## src/rtl/sha256_msg_schedule.sv

```systemverilog
// SHA-256 message schedule: loads one 512-bit block and streams W[0..63] with a valid/ready handshake.
// Define SCHED_K_OUT_EN to add a registered round-constant output k_out aligned with w_out.
module sha256_msg_schedule #(
    parameter int unsigned ROUNDS = 64
) (
    input  logic         clk,
    input  logic         rst_n,
    input  logic         start,
    input  logic [511:0] blk_in,
    output logic         busy,
    output logic         w_valid,
    input  logic         w_ready,
    output logic [31:0]  w_out,
    output logic [5:0]   round,
    output logic         done
`ifdef SCHED_K_OUT_EN
    ,
    output logic [31:0]  k_out
`endif
);

    typedef enum logic [1:0] {
        IDLE,
        RUN,
        DONE
    } state_e;

    state_e      state_q, state_d;
    logic [31:0] win_q [16];
    logic [31:0] win_d [16];
    logic [5:0]  round_q, round_d;
    logic        xfer;
    logic        last;
    logic [31:0] w_new;

`ifdef SCHED_K_OUT_EN
    localparam logic [31:0] K_TAB [64] = '{
        32'h428a2f98, 32'h71374491, 32'hb5c0fbcf, 32'he9b5dba5, 32'h3956c25b, 32'h59f111f1, 32'h923f82a4, 32'hab1c5ed5,
        32'hd807aa98, 32'h12835b01, 32'h243185be, 32'h550c7dc3, 32'h72be5d74, 32'h80deb1fe, 32'h9bdc06a7, 32'hc19bf174,
        32'he49b69c1, 32'hefbe4786, 32'h0fc19dc6, 32'h240ca1cc, 32'h2de92c6f, 32'h4a7484aa, 32'h5cb0a9dc, 32'h76f988da,
        32'h983e5152, 32'ha831c66d, 32'hb00327c8, 32'hbf597fc7, 32'hc6e00bf3, 32'hd5a79147, 32'h06ca6351, 32'h14292967,
        32'h27b70a85, 32'h2e1b2138, 32'h4d2c6dfc, 32'h53380d13, 32'h650a7354, 32'h766a0abb, 32'h81c2c92e, 32'h92722c85,
        32'ha2bfe8a1, 32'ha81a664b, 32'hc24b8b70, 32'hc76c51a3, 32'hd192e819, 32'hd6990624, 32'hf40e3585, 32'h106aa070,
        32'h19a4c116, 32'h1e376c08, 32'h2748774c, 32'h34b0bcb5, 32'h391c0cb3, 32'h4ed8aa4a, 32'h5b9cca4f, 32'h682e6ff3,
        32'h748f82ee, 32'h78a5636f, 32'h84c87814, 32'h8cc70208, 32'h90befffa, 32'ha4506ceb, 32'hbef9a3f7, 32'hc67178f2
    };
    logic [31:0] k_q, k_d;
`endif

    function automatic logic [31:0] sig0(input logic [31:0] x);
        return {x[6:0], x[31:7]} ^ {x[17:0], x[31:18]} ^ (x >> 3);
    endfunction

    function automatic logic [31:0] sig1(input logic [31:0] x);
        return {x[16:0], x[31:17]} ^ {x[18:0], x[31:19]} ^ (x >> 10);
    endfunction

    assign xfer = (state_q == RUN) && w_ready;
    assign last = (round_q == 6'(ROUNDS - 1));

    // win_q[0] is W[round]; the word entering the tail is W[round+16]
    assign w_new = sig1(win_q[14]) + win_q[9] + sig0(win_q[1]) + win_q[0];

    always_ff @(posedge clk or negedge rst_n) begin
        if (!rst_n) begin
            state_q <= IDLE;
        end else begin
            state_q <= state_d;
        end
    end

    always_comb begin
        state_d = state_q;
        case (state_q)
            IDLE:    if (start) state_d = RUN;
            RUN:     if (xfer && last) state_d = DONE;
            DONE:    state_d = IDLE;
            default: state_d = IDLE;
        endcase
    end

    always_comb begin
        busy    = (state_q == RUN);
        w_valid = (state_q == RUN);
        done    = (state_q == DONE);
    end

    always_comb begin
        win_d   = win_q;
        round_d = round_q;
`ifdef SCHED_K_OUT_EN
        k_d     = k_q;
`endif
        if (state_q == IDLE && start) begin
            for (int unsigned i = 0; i < 16; i++) begin
                win_d[i] = blk_in[511 - 32*i -: 32];
            end
            round_d = '0;
`ifdef SCHED_K_OUT_EN
            k_d     = K_TAB[0];
`endif
        end else if (xfer) begin
            if (last) begin
                // Clearing here makes w_out read 0 between blocks
                for (int unsigned i = 0; i < 16; i++) begin
                    win_d[i] = '0;
                end
                round_d = '0;
`ifdef SCHED_K_OUT_EN
                k_d     = '0;
`endif
            end else begin
                for (int unsigned i = 0; i < 15; i++) begin
                    win_d[i] = win_q[i + 1];
                end
                win_d[15] = w_new;
                round_d   = round_q + 6'd1;
`ifdef SCHED_K_OUT_EN
                k_d       = K_TAB[round_q + 6'd1];
`endif
            end
        end
    end

    always_ff @(posedge clk or negedge rst_n) begin
        if (!rst_n) begin
            win_q   <= '{default: '0};
            round_q <= '0;
`ifdef SCHED_K_OUT_EN
            k_q     <= '0;
`endif
        end else begin
            win_q   <= win_d;
            round_q <= round_d;
`ifdef SCHED_K_OUT_EN
            k_q     <= k_d;
`endif
        end
    end

    assign w_out = win_q[0];
    assign round = round_q;
`ifdef SCHED_K_OUT_EN
    assign k_out = k_q;
`endif

endmodule

```

## config.mk

```make
export PLATFORM = sky130hd
export DESIGN_NAME = sha256_msg_schedule
export DESIGN_NICKNAME = d
export VERILOG_FILES = /design/src/rtl/sha256_msg_schedule.sv
export SDC_FILE = /design/constraint.sdc
export NUM_CORES = 1
export LEC_CHECK = 0
export CAP_MARGIN = 25
export CORE_ASPECT_RATIO = 1.1
export CORE_MARGIN = 8
export CORE_UTILIZATION = 52
export CTS_BUF_LIST = sky130_fd_sc_hd__clkbuf_16
export CTS_CLUSTER_DIAMETER = 120
export CTS_CLUSTER_SIZE = 40
export DETAILED_ROUTE_END_ITERATION = 10
export GPL_TIMING_DRIVEN = 1
export PLACE_DENSITY = 0.76
export SLEW_MARGIN = 10
export SYNTH_ARGS = -nofsm -noshare
export SYNTH_HDL_FRONTEND = slang
export SYNTH_SLANG_ARGS = --single-unit
```

## constraint.sdc

```tcl
create_clock -name clk -period 9.3 [get_ports clk]
set_clock_uncertainty 0.1 [all_clocks]
set_input_delay 1.86 -clock clk [delete_from_list [all_inputs] [get_ports clk]]
set_output_delay 1.86 -clock clk [all_outputs]
set_load 0.03 [all_outputs]
```

=== Word level (Yosys, flattened, before mapping) ===
Cells that the tools add are included.

* Multipliers: 0
* Order comparisons: 0
* Muxes and demuxes: 9
* Bitwise operators: 4
* Reductions and logical operators: 6
* Shift-type cells: 0
* Div/mod/pow operators: 0
* Equal/unequal tests: 5
* Add/subtract/negate cells: 4

{| class="wikitable"
|+ Operators by type and width
! cell !! number
|-
| $mux 512 || 3
|-
| $add 32x32->32 || 3
|-
| $xor 32x32->32 || 2
|-
| $xor 32x22->32 || 1
|-
| $xor 32x29->32 || 1
|-
| $mux 6 || 3
|-
| $add 6x1->6 const B || 1
|-
| $eq 6x6->1 const B || 1
|-
| $mux 2 || 2
|-
| $pmux 2 s2 || 1
|-
| $logic_and 1x1->1 || 3
|-
| $eq 2x1->1 const B || 1
|-
| $eq 2x2->1 const B || 1
|-
| $logic_not 2->1 || 1
|-
| $ne 2x1->1 const B || 1
|-
| $ne 2x2->1 const B || 1
|-
| $reduce_and 2->1 || 1
|-
| $reduce_bool 2->1 || 1
|}

* Register bits: 520
* Bits of input ports: 516
* Memory bits (writable): 0
* Latch bits: 0
* Output and inout port bits: 41
* Memories kept: 0
* Word-level logic and storage cells: 46
* ROM bits: 0

=== Logic depth before layout (Yosys ltp) ===
* Depth after elaboration: 8
* Mapped depth: 18
* Mapped depth without buffers: 17

=== Worst setup path after synthesis ===
No wires, ideal clock.

* Kind: register to register
* From: register win_q[43] (netlist bit)
* To: register win_q[31] (netlist bit)
* Cell stages (with the launch flop): 18
* Buffers on the path: 1
* Library setup time: 0.127 ns
* Clock period less this slack: 3.767 ns
* Setup slack: 5.533 ns
* Required time: 9.073 ns
* Arrival: 3.540 ns
* Path through: dfrtp_1 -> clkbuf_1 -> xor2_1 -> xnor2_1 -> fa_1 -> fa_1 -> inv_1 -> ha_1 -> inv_1 -> fa_1 -> nor2b_1 -> o2111ai_1 -> a21boi_1 -> o211ai_1 -> a21oi_2 -> a21oi_1 -> xnor2_1 -> o21ai_1

* Longest elaborated chain between the ends: 8

{| class="wikitable"
|+ RTL lines
! item !! RTL line !! source
|-
| start, declared || 29 || <nowiki>logic [31:0] win_q [16];</nowiki>
|-
| start signal, assigned || 133 || <nowiki>win_q <= win_d;</nowiki>
|-
| $xor 32x32->32 || 55 || <nowiki>return {x[16:0], x[31:17]} ^ {x[18:0], x[31:19]} ^ (x >> 10);</nowiki>
|-
| $xor 32x22->32 * || 55 ||
|-
| $add 32x32->32 * (3 in a row) || 62 || <nowiki>assign w_new = sig1(win_q[14]) + win_q[9] + sig0(win_q[1]) + win_q[0];</nowiki>
|-
| $mux 512 * || 103 || <nowiki>if (last) begin</nowiki>
|-
| $mux 512 * || 102 || <nowiki>end else if (xfer) begin</nowiki>
|-
| $mux 512 * || 94 || <nowiki>if (state_q == IDLE && start) begin</nowiki>
|}

Every way passes the cells marked *; elsewhere a longest branch is shown, timed or not. The select of a mux whose other input is x is not followed.
A chain may end at the register's enable or synchronous reset.

=== Final worst setup path ===
* From: register win_q[50] (netlist bit)
* To: register win_q[27] (netlist bit)

Same word-level chain as after synthesis.

==> flow_summary_export.csv <==
group,metric,value,unit
run_status,status,"finished clean",
clocking,path_clk_slew,0.14,ns
final_layout,multi_input_area,0.0135,sq mm
routing,drt_wl_total,108,mm
global_route,grt_max_degree,223,
clocking,cts_hold_buf,0,
sta,tns,0,ns
logic_synthesis,yosys.area.top_type,"dfrtp_1",
logic_synthesis,syn-num-nets,4056,
sta,finalCriticalPeriod,4.68,ns
pwr,p_leak,14.8,nW
worst_hold_path,hold_path.class,"flop to flop",
placed_design,port_buffers,556,
flow_run,cap_viol_max_count,0,
clocking,htreeDepth,1,
logic_synthesis,async_reset_ff_share,100,%
critical_path,cp.arrival,5.01,ns
clocking,cts_made_buffers,17,
clocking,postCtsSetupBuffers,0,
floorplanning,pin_count,557,
logic_synthesis,synth_area_leaders,"dfrtp_1 (46%), a31oi_1 (11%), nand3_1 (8.6%)",
sta,slew_headroom,17.5,%
routing,drc,0,
routing,vias,26596,
critical_path,worstSetupEndpointType,"flop",
logic_synthesis,synthTopCellsByCount,"dfrtp_1 (520), nand2_1 (515), nor2_1 (514)",
sta,grt_setup_unrepaired,"no",
logic_synthesis,syn_avg_cell_area,8.28,sq um
critical_path,crit_type,"flop to flop",
sta,finalSetupViolations,0,
critical_path,crit_buf_inv,2,
logic_synthesis,yosysMostFrequentCell,"dfrtp_1",
logic_synthesis,synth_ff_type,"dfrtp_1",
clocking,cts_buffer_depth,3,
routing,wl_per_cell,24.4,microns
floorplanning,core_area,0.0545,sq mm
placed_design,place_area,0.0338,sq mm
global_route,met2_usage,50.9,%
floorplanning,fp.dieW,239,microns
final_layout,num-nets-final,4297,
final_layout,fill_cells,4834,
logic_synthesis,ys_ff_latch,520,
global_route,grt_busiest_layer,"met2",
logic_synthesis,yosysWarnings,0,
clocking,cts_tree,"yes",
floorplanning,die_area,0.0626,sq mm
routing,drt_iter0_drc,3402,
final_layout,layout-drive-gt1-share,1.68,%
clocking,cts_resized,0,
critical_path,crit_chain,"xor2_1 -> xnor2_1 -> fa_1 -> fa_1 -> inv_1 -> ha_1 -> inv_1 -> fa_1 -> nor2b_1 -> o2111ai_1 -> a21boi_1 -> o211ai_1 -> a21oi_2 -> a21boi_1 -> xor2_1 -> o21ai_0",
clocking,cts_root_buf,"clkbuf_16",
sta,fmax,214,MHz
sta,final.period_utilization,50.3,%
pwr,powerDensity,453,mW/mm^2
global_route,grt_pass1_vias,25286,
logic_synthesis,ys_seq_area_share,45.6,%
logic_synthesis,synthCells,3446,
global_route,antenna_found_initial,16,
pwr,max-vdd-ir-drop,0.666,mV
routing,drt_first_pass_iters,8,
floorplanning,die_h,262,microns
placed_design,hpwl,79.6,mm
routing,drtAntennaViolNets,0,
logic_synthesis,synth_edf_count,0,
sta,slew_violations,0,
final_layout,syn_to_final_growth,20.3,%
critical_path,cp-start-kind,"flop",
clocking,cts_sinks,520,
routing,vias_per_cell,5.99,
global_route,grt_pass1_wl,158,mm
global_route,grt_overflow_total,0,
logic_synthesis,yosysUniqueCellTypes,48,
critical_path,path_max_fanout,5,
sta,worstMarginPinSlew,1.24,ns
sta,hold_viol_final,0,
final_layout,seqCellArea,0.0130,sq mm
global_route,grtUsageTotal,33.1,%
global_route,gr-usage-met1,44.4,%
global_route,met3_usage,6.35,%
critical_path,slowest_stage,"dfrtp_1",
critical_path,cpLargestDelayFamily,"adder cells",
final_layout,stdcell_area,0.0343,sq mm
critical_path,worst-endpoint-required,9.64,ns
critical_path,cp_slowest_stage_delay,0.57,ns
clocking,clkLatencyLatePin,0.60,ns
logic_synthesis,yosysTopAreaCellShare,45.6,%
floorplanning,initial_utilization,52.3,%
final_layout,utilization,63.0,%
floorplanning,rows,90,
placed_design,place_congestion,0.948,
logic_synthesis,syn_area,0.0285,sq mm
critical_path,crit_top_cell,"fa_1",
[flip-flops by register name, summed over array words and instances, names as in the netlist]
name / count
round: 6
state_q: 2
w_out: 32
win_q: 480
[cell families (layout without fill, tap and decap cells)]
| kind of cell | count (synthesis) | count (layout) | share of synthesized area, % |
|---|---|---|---|
| and+or+nand+nor | 1556 | 1556 | 22.9 |
| AOI/OAI and AO/OA | 638 | 638 | 14.0 |
| DFF | 520 | 520 | 45.6 |
| buffers and inverters | 491 | 734 | 7.12 |
| xor gates and xnor gates | 147 | 147 | 4.51 |
| adders and majority gates | 94 | 94 | 5.76 |
| other | 0 | 12 | 0 |
[worst paths after layout]
kind | from | to | slack (ns) | cells past startpoint
worst max register to register | win_q[50] | win_q[27] | 4.62 | 16
min in group asynchronous | rst_n | win_q[447] | 1.26 | 1
worst min register to register | win_q[17] | win_q[49] | 0.41 | 2
worst min-delay path | win_q[17] | win_q[49] | 0.41 | 2
worst max-delay path | win_q[50] | win_q[27] | 4.62 | 16
max in group asynchronous | rst_n | win_q[203] | 6.27 | 2
[cell usage in the layout (no fill, tap or decap), drive strengths merged, types with 2 or more instances in the layout]
| cell | n |
|---|---|
| nor3 | 8 |
| nand2 | 515 |
| o21bai | 3 |
| clkbuf | 17 |
| a31o | 2 |
| nand3 | 492 |
| clkinv | 2 |
| diode | 12 |
| a41oi | 3 |
| and3 | 3 |
| o21ai | 52 |
| clkdlybuf4s50 | 555 |
| buf | 30 |
| dfrtp | 520 |
| ha | 32 |
| and2 | 2 |
| or3 | 2 |
| nor2b | 7 |
| o21a | 3 |
| a21boi | 2 |
| nor2 | 514 |
| inv | 130 |
| a22oi | 23 |
| xnor2 | 87 |
| a221oi | 3 |
| nand2b | 3 |
| a22o | 2 |
| a21o | 7 |
| nand4 | 4 |
| a31oi | 486 |
| a21oi | 44 |
| fa | 62 |
| xor2 | 60 |
| o2111ai | 2 |
[worst reg2reg max path: stages (launching register included)]
cell,delay [ns]
dfrtp_1,0.57
xor2_1,0.24
xnor2_1,0.21
fa_1,0.46
fa_1,0.43
inv_1,0.06
ha_1,0.17
inv_1,0.07
fa_1,0.43
nor2b_1,0.25
o2111ai_1,0.16
a21boi_1,0.33
o211ai_1,0.19
a21oi_2,0.31
a21boi_1,0.13
xor2_1,0.30
o21ai_0,0.12
[power breakdown]
group          switching, mW  total (mW)  internal (mW)
registers              0.887        3.98           3.10
clock network          0.730        1.08          0.347
logic                   6.30        10.5           4.19
total                   7.91        15.5           7.63
[through the flow]
stage / std cells / setup WS, ns / hold slack, ns / total power [mW]
final: 4437 / 4.62 / 0.414 / 15.5
after global routing: 4435 / 4.50 / 0.450 / 16.7
after CTS: 4424 / 4.72 / 0.415 / 15.4
after detailed placement: 4403 / 4.35 / 0.398 / 14.2
after global placement: 4403 / 4.41 / 0.393 / 14.2
after floorplan: 3446 / 5.53 / 0.373 / 11.1
[metal layers]
metal | routed length [microns] | vias up
li1 | - | 12142
met1 | 42500 | 12875
met2 | 49900 | 1346
met3 | 9840 | 225
met4 | 6140 | 8
met5 | 59 | -
[final cells by class]
class	count	area share [%]
Multi-Input combinational cell	2435	39.3
Sequential cell	520	37.9
Timing Repair Buffer	585	17.2
Tap cell	736	2.68
Inverter	128	1.40
Clock buffer	17	1.24
Clock inverter	4	0.157
Antenna cell	12	0.0875
(Power assumes the default switching activity.)
